<file path="src/rtl/alu_sequencer.sv">
// alu_sequencer: fetch/issue/writeback sequencer that drives an
// external registered 8-bit ALU from a 16-bit instruction stream.
module alu_sequencer (
    input  logic        CLK,
    input  logic        RST,
    input  logic        start,
    output logic        imem_req,
    output logic [5:0]  imem_addr,
    input  logic        imem_ack,
    input  logic [15:0] imem_data,
    output logic [2:0]  alu_instr,
    output logic [7:0]  alu_A,
    output logic [7:0]  alu_B,
    output logic [5:0]  alu_branch_addr,
    input  logic [7:0]  alu_out,
    input  logic        alu_co,
    input  logic        alu_eq,
    input  logic        alu_branch,
    output logic [5:0]  pc,
    output logic        busy,
    output logic        halted,
    output logic        carry,
    output logic        eq,
    input  logic [1:0]  dbg_sel,
    output logic [7:0]  dbg_data
);

    typedef enum logic [2:0] {
        IDLE, FETCH, ISSUE, WB, HALT
    } state_t;

    state_t      state;
    state_t      state_nx;
    logic [15:0] ir;
    logic [7:0]  r [4];

    logic [2:0]  op;
    logic [1:0]  rd;
    logic [1:0]  rs1;
    logic [1:0]  rs2;
    logic [5:0]  tgt;

    logic [2:0]  f_op;
    logic        f_ldi;
    logic        f_halt;

    // the branch-taken flag comes from our own eq latch instead
    logic        unused;

    assign op   = ir[15:13];
    assign rd   = ir[12:11];
    assign rs1  = ir[10:9];
    assign rs2  = ir[8:7];
    assign tgt  = ir[5:0];

    // control ops are resolved straight off the fetch bus
    assign f_op   = imem_data[15:13];
    assign f_ldi  = imem_data[10];
    assign f_halt = !imem_data[10] && imem_data[9];

    assign unused    = ^{alu_branch, ir[6], imem_data[8]};
    assign imem_addr = pc;
    assign dbg_data  = r[dbg_sel];

    // state register
    always_ff @(posedge CLK or posedge RST) begin
        if (RST) state <= IDLE;
        else     state <= state_nx;
    end

    // next-state selection
    always_comb begin
        state_nx = state;
        case (state)
            IDLE:  if (start) state_nx = FETCH;
            FETCH: begin
                if (imem_ack) begin
                    if (f_op != 3'd0) state_nx = ISSUE;
                    else if (f_halt)  state_nx = HALT;
                end
            end
            ISSUE: state_nx = WB;
            WB:    state_nx = FETCH;
            HALT:  state_nx = HALT;
            default: state_nx = IDLE;
        endcase
    end

    // handshake, ALU drive and status decode
    always_comb begin
        imem_req        = 1'b0;
        alu_instr       = 3'd0;
        alu_A           = 8'd0;
        alu_B           = 8'd0;
        alu_branch_addr = 6'd0;
        busy            = 1'b0;
        halted          = 1'b0;
        case (state)
            FETCH: begin
                imem_req = 1'b1;
                busy     = 1'b1;
            end
            ISSUE: begin
                busy            = 1'b1;
                alu_instr       = op;
                alu_A           = r[rs1];
                alu_B           = r[rs2];
                alu_branch_addr = tgt;
            end
            WB:      busy   = 1'b1;
            HALT:    halted = 1'b1;
            default: ;
        endcase
    end

    // architectural state: PC, IR, register file, flags
    always_ff @(posedge CLK or posedge RST) begin
        if (RST) begin
            pc    <= 6'd0;
            ir    <= 16'd0;
            carry <= 1'b0;
            eq    <= 1'b0;
            r     <= '{default: 8'd0};
        end else begin
            case (state)
                IDLE: if (start) pc <= 6'd0;
                FETCH: begin
                    if (imem_ack) begin
                        ir <= imem_data;
                        if (f_op == 3'd0) begin
                            if (f_ldi)
                                r[imem_data[12:11]] <= imem_data[7:0];
                            if (!f_halt) pc <= pc + 6'd1;
                        end
                    end
                end
                WB: begin
                    carry <= 1'b0;
                    eq    <= 1'b0;
                    pc    <= pc + 6'd1;
                    if (op == 3'd7) begin
                        if (eq) pc <= tgt;
                    end else begin
                        r[rd] <= alu_out;
                        if (op == 3'd1 || op == 3'd2)
                            carry <= alu_co;
                        if (op == 3'd6)
                            eq <= alu_eq;
                    end
                end
                default: ;
            endcase
        end
    end

endmodule

</file>
<file path="config.mk">
export PLATFORM = sky130hd
export DESIGN_NAME = alu_sequencer
export DESIGN_NICKNAME = d
export VERILOG_FILES = /design/src/rtl/alu_sequencer.sv
export SDC_FILE = /design/constraint.sdc
export NUM_CORES = 1
export LEC_CHECK = 0
export ABC_AREA = 0
export BUFFER_PORTS_ARGS = -buffer_cell sky130_fd_sc_hd__buf_2
export CAP_MARGIN = 10
export CORE_MARGIN = 2
export CORE_UTILIZATION = 50
export CTS_CLUSTER_DIAMETER = 120
export CTS_CLUSTER_SIZE = 10
export DETAILED_ROUTE_END_ITERATION = 8
export PLACE_DENSITY_LB_ADDON = 0.1
export REMOVE_ABC_BUFFERS = 1
export SLEW_MARGIN = 20
export SYNTH_ARGS = -nofsm -noshare
export SYNTH_HDL_FRONTEND = slang
export SYNTH_SLANG_ARGS = --single-unit
</file>
<file path="constraint.sdc">
create_clock -name CLK -period 1.89 [get_ports CLK]
set_input_delay 0.378 -clock CLK [delete_from_list [all_inputs] [get_ports CLK]]
set_output_delay 0.378 -clock CLK [all_outputs]
set_load 0.05 [all_outputs]
</file>
; ---- Yosys cells after proc, flatten, opt, wreduce, memory -nomap -nowiden
; Index checks and enable logic that the tools add are counted.
[totals]
reg_bits = 59
in_bits = 33
output_inout_bits = 50
wordCells = 95
[op_classes]
addsub = 1
order_cmp = 7
n_eq_ne = 15
muxes = 43
bitwise_logic = 5
n_reduce_logical = 15
[ops]
columns = operator, n
row1 = 2-to-1 mux 32 bit, 4
row2 = 2-to-1 mux 8 bit, 10
row3 = bitwise mux 32 bit, 2
row4 = one-hot mux 32 bit (2 select lines), 1
row5 = binary-select mux 8 bit (select 2 bit), 3
row6 = 2-to-1 mux 6 bit, 7
row7 = demux 8 bit (select 2 bit), 2
row8 = one-hot mux 6 bit (3 select lines), 1
row9 = greater-or-equal comparator 3 bit (second input constant), 5
row10 = 2-to-1 mux 3 bit, 5
row11 = NOT 2 -> 3 bit, 5
row12 = one-hot mux 3 bit (5 select lines), 1
row13 = inequality test 2 bit (second input constant), 6
row14 = AND reduction 5 bit, 2
row15 = equality test 3 x 2 -> 1 bit (second input constant), 3
row16 = equality test 3 bit (second input constant), 3
row17 = 2-to-1 mux 1 bit, 7
row18 = adder 6 x 1 -> 6 bit (second input constant), 1
row19 = equality test 3 x 1 -> 1 bit (second input constant), 2
row20 = logical NOT 3 bit, 2
row21 = less-than comparator 3 x 1 -> 1 bit (second input constant), 2
row22 = nonzero test 3 bit, 2
row23 = logical AND 1 bit, 3
row24 = inequality test 3 bit (second input constant), 1
row25 = 6 further kinds, 6

; ---- Logic depth before layout (Yosys ltp)
; Gate-level depths: netlist (run 1).
[logic_depth]
ltp_word = 10
mapped_depth = 8
mapped_depth_nobuf = 5

; ---- Least setup slack after synthesis (run 1)
; Ideal clock, no wire load.
[synth_timing]
kind = register to output
from = register state[0]
to = output alu_branch_addr[0]
t_arrival_ns = 2.160
required_ns = 1.512
path_slack_ns = -0.648
path_stages_with_launch = 3
n_path_buf = 1
path_cell_list = dfrtp_1 > clkbuf_1 > nor4_1
[synth_between]
elab_chain_len = 2
[synth_rtl]
columns = element, line
row1 = start: declaration, 32  ; state_t state;
row2 = start signal: assignment, 68  ; else state <= state_nx;
row3 = equality test 3 x 2 -> 1 bit, 98  ; case (state)
row4 = 2-to-1 mux 6 bit, 98
row5 = end: declaration, 14  ; output logic [5:0] alu_branch_addr,
; No other way between the ends.

; ---- Final worst setup path (run 1)
[layout_timing]
from = register ir[10]
to = output alu_A[2]
[layout_between]
elab_chain_len = 5
[layout_rtl]
columns = element, line
row1 = start: declaration, 34  ; logic [15:0] ir;
row2 = start signal: assignment, 129  ; ir <= imem_data;
row3 = NOT 2 -> 3 bit (not written as such), 106  ; alu_A = r[rs1];
row4 = binary-select mux 8 bit (select 2 bit), 106
row5 = 2-to-1 mux 8 bit (not written as such) (2 in a row), 106
row6 = 2-to-1 mux 8 bit, 98
row7 = end: declaration, 12  ; output logic [7:0] alu_A,
; No other way between the ends. The select of a mux whose other input is x is not followed.

==> impl_metrics.json, run 1 <==
{
  "status": "finished with violations",
  "violations": "setup timing",
  "syn2layout_area_growth_pct": 35.3,
  "critPathSlowestCell": "dfrtp_1",
  "dp_cells": 480,
  "yosys-top-cells-count": "dfrtp_1, mux2_2, and2_1, a22o_1, mux4_2",
  "grt_pass1_wl_um": 16400,
  "antenna_found_initial": 0,
  "synth_cell_types": 52,
  "vias": 2998,
  "cts.clk_slew.worst_paths_ns": 0.06,
  "worst_slew_pin_slew_ns": 0.545,
  "ir_drop_mv": 0.962,
  "synthCells": 294,
  "cp_max_fo": 9,
  "cts_root_buffer": "clkbuf_8",
  "grt_use_total_pct": 25.8,
  "cts_buffers": 9,
  "yosysSeqAreaShare_pct": 38.4,
  "hold_viol_final": 0,
  "nets": 437,
  "wl_per_cell_um": 20.9,
  "slew_violations": 0,
  "ios": 83,
  "timing.final.crit_share_pct": 111,
  "slew_headroom_pct": 63.7,
  "cpLargestDelayFamily": "flip-flops",
  "drc_errors": 0,
  "synth_top_flop_cell": "dfrtp_1",
  "overflow": 0,
  "yosysWarnings": 0,
  "num_rows": 31,
  "die_x_um": 90.9,
  "hold_class": "primary input to async pin",
  "dpl.hpwl_um": 6640,
  "fin_area_um2": 5110,
  "coreArea_um2": 7290,
  "rsz0062_at_grt": "yes",
  "antenna_cells": 0,
  "cts_htree_levels": 3,
  "syn_area_per_cell_um2": 12.9,
  "cp_data_arrival_time_ns": 1.71,
  "clk_path_buf_depth": 2,
  "dpl_worst_slack_ns": -0.0417,
  "grt_max_degree": 59,
  "crit_required_ns": 1.51,
  "antenna_left": 0,
  "clock_sinks": 58,
  "gp_congestion": 0.855,
  "max_freq_mhz": 478,
  "drv_cap": 0,
  "worstSetupPathType": "flip-flop to primary output",
  "crit_chain": "mux4_2 > and2_4 > buf_8",
  "clock_latency_ns": 0.33,
  "cts_tree": "built",
  "critPathMaxStageDelay_ns": 0.68,
  "crit_path_end_kind": "primary output",
  "ctsHoldBuffers": 0,
  "pwr_density_cell_nw_per_um2": 1420,
  "synthesis.area_um2": 3780,
  "io_buffers": 81,
  "yosys.area.top_type_share_pct": 38.4,
  "layout_setup_ws_ns": -0.201,
  "yosys.area.top_type": "dfrtp_1",
  "dieArea_um2": 8270,
  "p_total_mw": 7.25,
  "setup_viol": 24,
  "viasPerCell": 5.96,
  "p_leak_nw": 2.38,
  "synth-seq-cells": 58,
  "synth_area_leaders": "dfrtp_1, mux4_2, mux2_2",
  "grt_pass1_vias": 3080,
  "drive_above_1_share_pct": 61.9,
  "cp-start-kind": "flip-flop",
  "yosysMostFrequentCell": "dfrtp_1",
  "drt_first_pass_iters": 4,
  "clock_skew_ns": 0.00832,
  "postPlaceCellArea_um2": 4460,
  "dieHeight_um": 90.9,
  "min_period_ns": 2.09,
  "synth-edff-count": 0,
  "wl_um": 10500,
  "drt_iter0_markers": 170,
  "fin_util_pct": 70.1,
  "layout.cells.non_filler": 503,
  "synthArstFlopShare_pct": 100,
  "start_util_pct": 51.8,
  "cp_num_buf_inv": 1
}
==> area by class of cell <==
type / instances / area (um^2)
clock buffers: 11 / 131
clock inverters: 1 / 30.0
fillers: 550 / 2180
inverters: 6 / 22.5
multi-input cells: 205 / 2250
flip-flops and latches: 58 / 1450
well taps: 99 / 124
repair buffers: 123 / 1110
==> through the flow <==
step	hold WS, ns	setup TNS (ns)
final	0.0950	-3.95
after floorplan	0.487	-35.37
after global routing	0.130	-5.48
after global placement	0.448	-0.499
after CTS	0.110	-3.97
after detailed placement	0.454	-0.255
==> cells in the final DEF (no fill, tap or decap), types with 4 or more instances in the layout <==
| master | instances |
|---|---|
| mux2_1 | 6 |
| nor2_1 | 6 |
| buf_12 | 5 |
| dfrtp_1 | 56 |
| buf_8 | 25 |
| a22o_2 | 8 |
| nor3_4 | 4 |
| buf_6 | 8 |
| mux2_4 | 8 |
| o21ai_0 | 6 |
| clkbuf_8 | 9 |
| mux2_2 | 35 |
| buf_2 | 53 |
| buf_4 | 29 |
| nand2_1 | 9 |
| inv_1 | 5 |
| and2_4 | 22 |
| mux4_2 | 24 |
| a22o_1 | 24 |
==> cell families after synthesis <==
group                      after synthesis  share of synthesized area (%)
and+or+nand+nor                         71                           13.0
xor gates and xnor gates                 1                          0.232
muxes                                   75                           30.2
AOI/OAI and AO/OA                       57                           13.0
adders and majority gates                1                          0.331
buffers and inverters                   31                           4.77
DFF                                     58                           38.4
==> what timing repair did <==
item	in CTS	in global routing
gates cloned	1	3
buffers inserted	2	7
endpoints found under the setup margin	34	26
gates resized for setup	101	16
pin swaps	14	8
==> layer usage <==
layer  part of all wire [%]  wire [um]  global-route usage, %  vias to the layer above
met3                    4.7        495                   3.65                        8
met5                      0          0                      0                        -
met4                    1.1        114                   9.34                        0
li1                       -          -                      -                     1348
met2                     53       5520                   44.0                       87
met1                     42       4380                   33.7                     1555
==> worst min-delay path, stage by stage <==
cell	delay, ns
buf_2	0.10
inv_2	0.06
buf_12	0.28
==> registers in the layout, summed over array words and instances (netlist names) <==
signal and cells:
imem_addr 6, r 32, carry 1, ir 15, eq 1, state 3
==> worst paths after layout <==
path	from	end	slack (ns)	depth (start not counted)
max	ir[10]$_DFFE_PP0P_	alu_A[2]	-0.20	3
min	RST	ir[12]$_DFFE_PP0P_	0.09	3
max reg2reg	state[2]$_DFFE_PP0P_	r[7]$_DFFE_PP0P_	0.04	6
min reg2reg	carry$_DFFE_PP0P_	carry$_DFFE_PP0P_	0.46	2
max in group asynchronous	RST	imem_addr[4]$_DFFE_PP0P_	1.52	3
min in group CLK	imem_data[8]	ir[8]$_DFFE_PP0P_	0.28	2
==> where the power goes <==
| part | internal [mW] | leakage, nW | switching, mW | total, mW |
|---|---|---|---|---|
| logic | 1.96 | 1.54 | 2.02 | 3.98 |
| registers | 1.70 | 0.754 | 0.544 | 2.24 |
| clock network | 0.581 | 0.0812 | 0.453 | 1.03 |
(Power assumes the default switching activity.)
==> run 2, diff against run 1 <==
- GPL_TIMING_DRIVEN: default -> 0
==> run 2 against run 1 <==
Effect of this change: the run still ends with setup timing left; hold slack worse by 0.092 ns; power rose by 6.1%; flip-flop and latch count stayed put; non-clock buffer count down 10; combinational power increased by 4%; via count increased by 1.1%; final cell count down 0.99%; sequential share of layout area is 0.37 points lower; clock skew is 0.0030 ns higher; first-iteration DRC count increased by 3.5%; critical path depth is 1 higher; critical path type unchanged; largest power group unchanged.
==> impl_metrics.json, run 2 (synthesized netlist as in run 1, its figures left out) <==
{
  "dpl_worst_slack_ns": -0.630,
  "drv_cap": 0,
  "cts_htree_levels": 3,
  "fin_util_pct": 71.4,
  "grt_max_degree": 32,
  "gp_congestion": 0.816,
  "slew_headroom_pct": 63.7,
  "p_total_mw": 7.70,
  "r2r_end": "r[20]$_DFFE_PP0P_",
  "cp-startpoint": "ir[9]$_DFFE_PP0P_",
  "drive_above_1_share_pct": 66.7,
  "critPathMaxStageDelay_ns": 0.49,
  "fin_hold_ws_ns": 0.00342,
  "clk_path_buf_depth": 2,
  "num_rows": 31,
  "syn2layout_area_growth_pct": 37.8,
  "fin_area_um2": 5210,
  "top_register": "r",
  "ios": 83,
  "max_freq_mhz": 475,
  "viasPerCell": 6.08,
  "cts_root_buffer": "clkbuf_8",
  "pwr-share-clk_pct": 16.4,
  "grt_pass1_vias": 3057,
  "cp_max_fo": 5,
  "r2r_slack_ns": -0.03,
  "mostFrequentLayoutCells": "dfrtp_1, buf_2, and2_4, mux2_2",
  "worst_slew_pin_slew_ns": 0.543,
  "timing.final.crit_share_pct": 111,
  "ctsHoldBuffers": 0,
  "layout_setup_ws_ns": -0.216,
  "vias": 3030,
  "crit_chain": "buf_12 > mux4_2 > and2_4 > buf_8",
  "min_period_ns": 2.11,
  "dpl.hpwl_um": 6410,
  "drt_iter0_markers": 176,
  "io_buffers": 81,
  "pwr-share-comb_pct": 53.9,
  "antenna_cells": 0,
  "antenna_found_initial": 0,
  "setup_viol": 28,
  "power_frac_seq_pct": 29.7,
  "ir_drop_mv": 1.02,
  "violations": "setup timing",
  "status": "finished with violations",
  "largest_reg_flops": 32,
  "clock_skew_ns": 0.0113,
  "antenna_left": 0,
  "nets": 428,
  "cp_data_arrival_time_ns": 1.73,
  "power.internal_mw": 4.55,
  "clock_sinks": 58,
  "clock_latency_ns": 0.35,
  "swShare_pct": 40.9,
  "cts_buffers": 9,
  "dieHeight_um": 90.9,
  "p_switching_mw": 3.15,
  "critPathSlowestCell": "dfrtp_4",
  "grt_pass1_wl_um": 16700,
  "p_leak_nw": 2.40,
  "overflow": 0,
  "rsz0062_at_grt": "yes",
  "die_x_um": 90.9,
  "dieArea_um2": 8270,
  "reg2reg_depth": 7,
  "cp-start-kind": "flip-flop",
  "drc_errors": 0,
  "timing.rr.start": "state[1]$_DFFE_PP0P_",
  "crit_required_ns": 1.51,
  "crit_path_end_kind": "primary output",
  "cts_tree": "built",
  "hold_class": "primary input to async pin",
  "coreArea_um2": 7290,
  "start_util_pct": 51.8,
  "hold_viol_final": 0,
  "postPlaceCellArea_um2": 4190,
  "cts.clk_slew.worst_paths_ns": 0.07,
  "worstSetupPathType": "flip-flop to primary output",
  "wl_um": 10800,
  "drt_first_pass_iters": 4,
  "wl_per_cell_um": 21.6,
  "grt_use_total_pct": 26.6,
  "slew_violations": 0,
  "pwr_density_cell_nw_per_um2": 1480
}
## run 2: power groups by stage
stage | clock (mW) | sequential (mW) | combinational [mW]
after floorplan | 0 | 2.41 | 2.12
after global placement | 0 | 2.36 | 2.91
after detailed placement | 0 | 2.38 | 2.96
after CTS | 1.26 | 2.26 | 3.85
after global routing | 1.32 | 2.37 | 4.37
final | 1.26 | 2.29 | 4.15
## run 2: final cells by class
type                       count  area (um^2)
timing repair buffer         113         1020
clock inverter                 1         30.0
fill                         536         2080
sequential                    58         1460
clock buffer                  15          186
multi-input combinational    206         2360
tap                           99          124
inverter                       6         25.0
## run 2: critical path: cells and delay by family, from the launching register on
family | cells | cell delay [ns]
mux | 1 | 0.44
flops | 1 | 0.49
buf+inv | 2 | 0.29
simple gates | 1 | 0.16
## run 2: routing by layer
layer / vias up / part of all wire [%] / track usage (%)
met4: 0 / 1.5 / 9.85
met5: - / 0 / 0
met2: 113 / 50 / 44.8
met1: 1558 / 43 / 35.0
met3: 16 / 5.6 / 3.73
li1: 1343 / - / -
## run 2: how the worst max path moves through the flow
stage / end / cells after the start
2_1_floorplan: r[0]$_DFFE_PP0P_ / 4
3_3_place_gp: alu_A[1] / 4
3_5_place_dp: r[12]$_DFFE_PP0P_ / 4
4_1_cts: alu_A[2] / 4
5_1_grt: alu_A[2] / 4
6_report: alu_A[2] / 4
## run 2: metrics by stage
| stage | cells | setup TNS (ns) |
|---|---|---|
| finish | 498 | -3.44 |
| global route | 498 | -5.30 |
| CTS | 492 | -3.09 |
| detailed placement | 451 | -27.49 |
| global placement | 449 | -98.43 |
| floorplan | 269 | -35.37 |
## run 2: what timing repair did
action,CTS,global route
pin swaps,22,9
cloned,1,2
buffers inserted,24,6
endpoints found under the setup margin,77,74
resized for setup,118,43
